===== config.mk =====
export PLATFORM = sky130hd
export DESIGN_NAME = multi_wrapper_controller
export DESIGN_NICKNAME = d
export VERILOG_FILES = /design/src/rtl/multi_wrapper_controller.sv
export SDC_FILE = /design/constraint.sdc
export NUM_CORES = 1
export LEC_CHECK = 0
export BUFFER_PORTS_ARGS = -buffer_cell sky130_fd_sc_hd__clkbuf_2
export CAP_MARGIN = 20
export CELL_PAD_IN_SITES_DETAIL_PLACEMENT = 1
export CELL_PAD_IN_SITES_GLOBAL_PLACEMENT = 1
export CORE_ASPECT_RATIO = 0.7
export CORE_MARGIN = 5
export CORE_UTILIZATION = 42
export CTS_CLUSTER_DIAMETER = 80
export DETAILED_ROUTE_END_ITERATION = 8
export PLACE_DENSITY = 0.77
export SYNTH_ARGS = -nofsm -noshare
export SYNTH_HDL_FRONTEND = slang
export SYNTH_SLANG_ARGS = --single-unit

===== constraint.sdc =====
create_clock -name clk -period 2.25 [get_ports clk]
set_input_delay 0.5625 -clock clk [delete_from_list [all_inputs] [get_ports clk]]
set_output_delay 0.5625 -clock clk [all_outputs]
set_load 0.02 [all_outputs]

===== src/rtl/multi_wrapper_controller.sv =====
// Job sequencer: loads operands, runs an engine ITER times, and writes each
// result with an optional acknowledge handshake, a WAIT timeout and an abort.
module multi_wrapper_controller #(
    parameter int ITER     = 4,
    parameter int CNT_W    = 2,
    parameter int ACK_MODE = 0,
    parameter int TIMEOUT  = 255
) (
    input  logic             clk,
    input  logic             rst,
    input  logic             w_start,
    input  logic             engDone,
    input  logic             wrAck,
    input  logic             abort,
    output logic             wDone,
    output logic             busy,
    output logic             Ldx,
    output logic             Ldu,
    output logic             engStart,
    output logic             shiftL,
    output logic             wr_req,
    output logic             err,
    output logic [CNT_W-1:0] iterIdx
);

    localparam int TO_W = 8;
    localparam logic [TO_W-1:0]  TO_LAST   = TO_W'(TIMEOUT - 1);
    localparam logic [CNT_W-1:0] ITER_LAST = CNT_W'(ITER - 1);
    localparam bit               TO_EN     = (TIMEOUT != 0);

    typedef enum logic [2:0] {
        S_IDLE  = 3'd0,
        S_INIT  = 3'd1,
        S_START = 3'd2,
        S_WAIT  = 3'd3,
        S_WRITE = 3'd4,
        S_ERR   = 3'd5
    } state_t;

    state_t           state_r, state_s;
    logic [CNT_W-1:0] iter_r, iter_s;
    logic [TO_W-1:0]  to_cnt_r, to_cnt_s;
    logic             advance_s;

    assign advance_s = (ACK_MODE == 0) ? 1'b1 : wrAck;
    // The write pulse must land in the acknowledge cycle itself, so it is the
    // only output qualified by live inputs.
    assign shiftL    = wr_req & advance_s & ~abort;
    assign iterIdx   = iter_r;

    // Next-state, run index and timeout counter; abort outranks everything.
    always_comb begin
        state_s  = state_r;
        iter_s   = iter_r;
        to_cnt_s = to_cnt_r;
        if (abort && (state_r != S_IDLE)) begin
            state_s  = S_IDLE;
            iter_s   = {CNT_W{1'b0}};
            to_cnt_s = {TO_W{1'b0}};
        end else begin
            case (state_r)
                S_IDLE: begin
                    if (w_start) begin
                        state_s = S_INIT;
                        iter_s  = {CNT_W{1'b0}};
                    end else begin
                        state_s = S_IDLE;
                    end
                end
                S_INIT: begin
                    iter_s = {CNT_W{1'b0}};
                    if (w_start) begin
                        state_s = S_INIT;
                    end else begin
                        state_s = S_START;
                    end
                end
                S_START: begin
                    to_cnt_s = {TO_W{1'b0}};
                    state_s  = S_WAIT;
                end
                S_WAIT: begin
                    if (engDone) begin
                        state_s = S_WRITE;
                    end else if (TO_EN && (to_cnt_r == TO_LAST)) begin
                        state_s = S_ERR;
                    end else begin
                        to_cnt_s = to_cnt_r + TO_W'(1'b1);
                    end
                end
                S_WRITE: begin
                    if (!advance_s) begin
                        state_s = S_WRITE;
                    end else if (iter_r == ITER_LAST) begin
                        state_s = S_IDLE;
                    end else begin
                        iter_s  = iter_r + CNT_W'(1'b1);
                        state_s = S_START;
                    end
                end
                S_ERR: begin
                    state_s = S_ERR;
                end
                default: begin
                    state_s = S_IDLE;
                end
            endcase
        end
    end

    // State registers plus Moore outputs registered from the next state.
    always_ff @(posedge clk or negedge rst) begin
        if (!rst) begin
            state_r  <= S_IDLE;
            iter_r   <= {CNT_W{1'b0}};
            to_cnt_r <= {TO_W{1'b0}};
            wDone    <= 1'b1;
            busy     <= 1'b0;
            Ldx      <= 1'b0;
            Ldu      <= 1'b0;
            engStart <= 1'b0;
            wr_req   <= 1'b0;
            err      <= 1'b0;
        end else begin
            state_r  <= state_s;
            iter_r   <= iter_s;
            to_cnt_r <= to_cnt_s;
            wDone    <= (state_s == S_IDLE);
            busy     <= (state_s == S_INIT) || (state_s == S_START) ||
                        (state_s == S_WAIT) || (state_s == S_WRITE);
            Ldx      <= (state_s == S_INIT);
            Ldu      <= (state_s == S_INIT);
            engStart <= (state_s == S_START);
            wr_req   <= (state_s == S_WRITE);
            err      <= (state_s == S_ERR);
        end
    end

endmodule


== Yosys cells after proc, flatten, opt, wreduce, memory -nomap -nowiden ==
Cells that the tools add are included.
Cells by class
  add/sub/neg operators: 2
  equality and inequality tests: 16
  mux-type cells: 15
  bitwise gates (word level): 2
  reductions and logical operators: 11
Operator list (number)
  2-to-1 mux 8 bit: 3
  case mux 3 bit (6 select lines): 1
  case mux 8 bit (2 select lines): 1
  == test 3 x 2 -> 1 bit, second input constant: 4
  == test 3 bit, second input constant: 4
  != test 3 bit, second input constant: 4
  2-to-1 mux 2 bit: 5
  2-to-1 mux 3 bit: 3
  adder 8 x 1 -> 8 bit, second input constant: 1
  == test 8 bit, second input constant: 1
  == test 3 x 1 -> 1 bit, second input constant: 2
  logical NOT 3 bit: 2
  case mux 2 bit (3 select lines): 1
  AND reduction 3 bit: 2
  nonzero test 3 bit: 2
  nonzero test 4 bit: 1
  logical OR 1 bit: 3
  adder 2 x 1 -> 2 bit, second input constant: 1
  == test 2 bit, second input constant: 1
  AND 1 bit: 1
  logical AND 1 bit: 1
  2-to-1 mux 1 bit: 1
  inverter 1 bit: 1
Word-level totals
  register bits: 19
  bits of input ports: 6

== Logic depth before layout (Yosys ltp) ==
  depth after elaboration: 9
  gate-level depth with buffers: 7
  mapped depth without buffers: 7

== Worst setup path after synthesis ==
Ideal clock, no wire load.
  path type: reg-to-reg
  from: reg to_cnt_r[0]
  to: reg to_cnt_r[4]
  setup time: 0.127 ns
  arrival time: 1.524 ns
  required time: 2.123 ns
  slack: 0.599 ns
  stages on the path, launching flop included: 8
  buffers on the path: 0
  clock period less this slack: 1.651 ns
  cells stage by stage: dfrtp_1 -> inv_1 -> ha_1 -> and3_1 -> a211oi_4 -> nand2_1 -> o211ai_1 -> o21ai_1
Between the ends
  longest elaborated chain between the ends: 5
Ends and longest elaborated chain
  start: declaration: RTL line 42  | logic [TO_W-1:0] to_cnt_r, to_cnt_s;
  start signal: assignment: RTL line 116  | to_cnt_r <= {TO_W{1'b0}};
  start signal: assignment: RTL line 127  | to_cnt_r <= to_cnt_s;
  adder 8 x 1 -> 8 bit: RTL line 88  | to_cnt_s = to_cnt_r + TO_W'(1'b1);
  2-to-1 mux 8 bit: RTL line 85  | end else if (TO_EN && (to_cnt_r == TO_LAST)) begin
  2-to-1 mux 8 bit: RTL line 83  | if (engDone) begin
  case mux 8 bit (2 select lines): RTL line 61  | case (state_r)
  2-to-1 mux 8 bit: RTL line 56  | if (abort && (state_r != S_IDLE)) begin
Parallel ways exist; a longest one is shown, timed or not. The select of a mux whose other input is x is not followed.
A chain may end at the register's enable or synchronous reset.

== Worst setup path after layout ==
  from: reg to_cnt_r[0]
  to: reg to_cnt_r[5]
The elaborated chain is that of the path after synthesis.

==> reports/results.tsv <==
stage	metric	value	unit
run_status	run status	complete, no violations	
yosys	syn nets	117	
yosys	Yosys reg bits	19	
floorplan	Boundary Pins	16	
yosys	post-synth top area cell	dfrtp_1	
sta	clock skew	0.00290	ns
power_and_ir_drop	combinational share of power	38.9	%
layout	Layout Area Growth over Synthesis	9.97	%
layout	nets@finish	132	
detailed_routing	DRT Pass-1 Iters	4	
yosys	Avg Inst Size Synth	9.88	sq um
floorplan	Starting Density	43.7	%
floorplan	total core area	0.00244	sq mm
detailed_routing	DRT Wirelength	2.26	mm
power_and_ir_drop	Clk pwr share	16.2	%
worst_setup_path	Reg2Reg Depth	7	
floorplan	cell row count	15	
layout	Fill cells	295	
power_and_ir_drop	sequential power share	44.9	%
sta	final period utilization	82.0	%
yosys	Post-synth ARST share	100	%
power_and_ir_drop	switching pwr	447	uW
grt	antenna violations before repair	0	
yosys	most instantiated cells after synthesis	dfrtp_1, nor2_1, inv_1	
yosys	post-synthesis sequential area ratio	44.7	%
worst_setup_path	R2R Path Start	to_cnt_r[0]$_DFFE_PN0P_	
yosys	adder and majority cell fraction of the synthesized area	3.52	%
sta	slew margin rel.	59.5	%
worst_setup_path	Critical Path Fanout Max	6	
power_and_ir_drop	switch share	41.9	%
sta	TNS Setup	0	ns
power_and_ir_drop	leakage power	0.000564	uW
clock_tree	hold buffers post-CTS	0	
clock_tree	setup repair bufs after CTS	0	
clock_tree	H-tree Lvls	1	
yosys	area share of and/or/nand/nor cells after synthesis	20.5	%
worst_hold_path	Hold WC Path Type	input port to asynchronous set/reset pin	
yosys	largest family of logic cells by synthesized area	compound AO/OA/AOI/OAI gates	
worst_setup_path	Crit-path slowest cell	dfrtp_1	
yosys	mux share of post-synthesis cell area	0	%
clock_tree	CTS clk-pin slew, worst paths	0.11	ns
sta	Final Max Tran Viols	0	
yosys	EDFF count, synth	0	
yosys	mapped cell area	0.00107	sq mm
worst_setup_path	CP startpoint	to_cnt_r[0]$_DFFE_PN0P_	
detailed_routing	final routed DRC violation total	0	
detailed_routing	Routed WL per cell	14.5	um
floorplan	die area	0.00367	sq mm
sta	final hold slack	0.204	ns
worst_setup_path	Required @ worst endpoint	2.44	ns
floorplan	Die X	70.3	um
yosys	most frequent cell after synthesis	dfrtp_1	
clock_tree	CTS Buffer Depth	2	
layout	Antenna Cells	0	
worst_setup_path	worst-path cell chain	inv_1, ha_1, and3_1, a211oi_4, nor2_2, o21ai_1, o41ai_2	
worst_setup_path	WP data arrival	2.03	ns
layout	fraction of layout cells with a size suffix above 1	23.8	%
worst_setup_path	Reg-to-Reg End	to_cnt_r[5]$_DFFE_PN0P_	
sta	min Tclk post-route	1.85	ns
clock_tree	CTS buffer count	3	
power_and_ir_drop	Peak VDD IR	0.000333	V
worst_setup_path	R2R Setup Slk	0.40	ns
yosys	Netlist cell types	40	
yosys	top_reg_cell synth	dfrtp_1	
yosys	complex-gate fraction of the synthesized area	22.2	%
grt	first-pass GRT wire length	4.07	mm
grt	Remaining Overflow, GRT	0	
worst_setup_path	nature of the critical path endpoint	flop	
place	routability cong.	0.819	
yosys	Yosys Warn Count	0	
clock_tree	clock latency on the worst-skew pair	0.30	ns
yosys	xor and xnor area share after synthesis	2.46	%
grt	vias in the first global route	858	
clock_tree	Root Buffer	clkbuf_4	
grt	global-route usage over all layers	14.3	%
detailed_routing	DR iter-0 viols	32	
floorplan	floorplan die height	52.2	um
sta	Slew @ Worst Pin	0.607	ns
place	post-DP HPWL	1.77	mm
power_and_ir_drop	Cell Pwr Density	909	mW/mm^2
run	Max Cap Viol	0	
clock_tree	CTS tree	built	
worst_setup_path	Crit Path Class	flop to flop	
sta	Max Fclk	542	MHz
detailed_routing	routed via count	839	
grt	largest net degree at the start of global routing	20	
clock_tree	post_cts resized	0	
yosys	Syn Inst Count	108	
worst_setup_path	type of origin of the critical path	flop	
detailed_routing	via/cell ratio	5.38	
sta	endpoints failing setup	0	
sta	RSZ-0062 raised after global routing	false	
clock_tree	clk sinks	19	
yosys	Synth area leaders	dfrtp_1, nor2_1, ha_1	
yosys	top-area cell type share of the netlist area	42.2	%
worst_setup_path	Largest stage delay, worst path	0.45	ns
power_and_ir_drop	Power Internal	619	uW
place	count of buffers from port buffering	14	
sta	final hold violations	0	
detailed_routing	antenna violation net count after detailed routing	0	
[registers in the layout, indices dropped and copies added, names as in the netlist]
name and flops:
to_cnt_r 8, engStart 1, wDone 1, Ldu 1
iterIdx 2, err 1, wr_req 1, busy 1
state_r 3
[area by class of cell]
cell class / instances / area (sq um) / share of cell area [%]
Tap cell: 34 / 42.5 / 3.62
Clock buffer: 3 / 22.5 / 1.92
Timing Repair Buffer: 14 / 70.1 / 5.97
Inverter: 10 / 37.5 / 3.20
Clock inverter: 1 / 5.00 / 0.426
Multi-Input combinational cell: 75 / 519 / 44.2
Sequential cell: 19 / 477 / 40.6
[cells by family after synthesis]
family          count (synthesis)
flops                          19
fa+ha+maj                       3
buf+inv                        14
simple gates                   39
xor+xnor                        3
compound gates                 30
[placed cells by master, fill, tap and decap left out, types with 2 or more instances in the layout]
| master | instances |
|---|---|
| dfrtp_1 | 18 |
| clkbuf_2 | 14 |
| nor2_1 | 12 |
| inv_1 | 10 |
| a21oi_1 | 6 |
| nand2_1 | 5 |
| o21ai_0 | 5 |
| nor2b_1 | 4 |
| nand3_1 | 4 |
| o31ai_1 | 3 |
| xor2_1 | 3 |
| o21ai_1 | 3 |
| ha_1 | 3 |
| clkbuf_4 | 3 |
| and3_1 | 2 |
| nand4_1 | 2 |
[power groups by stage]
stage          logic, uW  registers (uW)  clock network [uW]
6_report             414             479                 173
5_1_grt              465             495                 197
4_1_cts              420             480                 177
3_5_place_dp         419             486                   0
3_3_place_gp         409             482                   0
2_1_floorplan        327             480                   0
[worst max path at each step]
stage	to	slack (ns)	depth (start not counted)
final	to_cnt_r[5]$_DFFE_PN0P_	0.40	7
after floorplan	to_cnt_r[4]$_DFFE_PN0P_	0.60	7
after detailed placement	busy$_DFF_PN0_	0.40	6
after global routing	to_cnt_r[7]$_DFFE_PN0P_	0.23	7
after global placement	busy$_DFF_PN0_	0.44	6
after CTS	to_cnt_r[5]$_DFFE_PN0P_	0.40	7
[stage by stage]
stage / util (%) / cells / setup slack, ns / cell area [sq um] / total power (uW)
floorplan: - / 108 / 0.599 / 1070 / 807
global placement: 47.0 / 152 / 0.437 / 1150 / 892
detailed placement: 47.0 / 152 / 0.405 / 1150 / 905
CTS: 48.1 / 156 / 0.400 / 1170 / 1080
global route: 48.1 / 156 / 0.229 / 1170 / 1160
finish: 48.1 / 156 / 0.404 / 1170 / 1070
[metal layers]
layer,vias up,GRT usage [%],share of wire [%]
met5,-,0,0
met4,0,1.91,0.53
met3,2,4.79,4.2
met2,13,22.7,44
met1,416,19.5,51
li1,408,-,-
[critical path: cells and delay by family (launching register included)]
kind | cells | cell delay [ns]
compound gates | 3 | 0.71
buf+inv | 1 | 0.07
simple gates | 2 | 0.31
fa+ha+maj | 1 | 0.20
flops | 1 | 0.45
(Power assumes the default switching activity.)
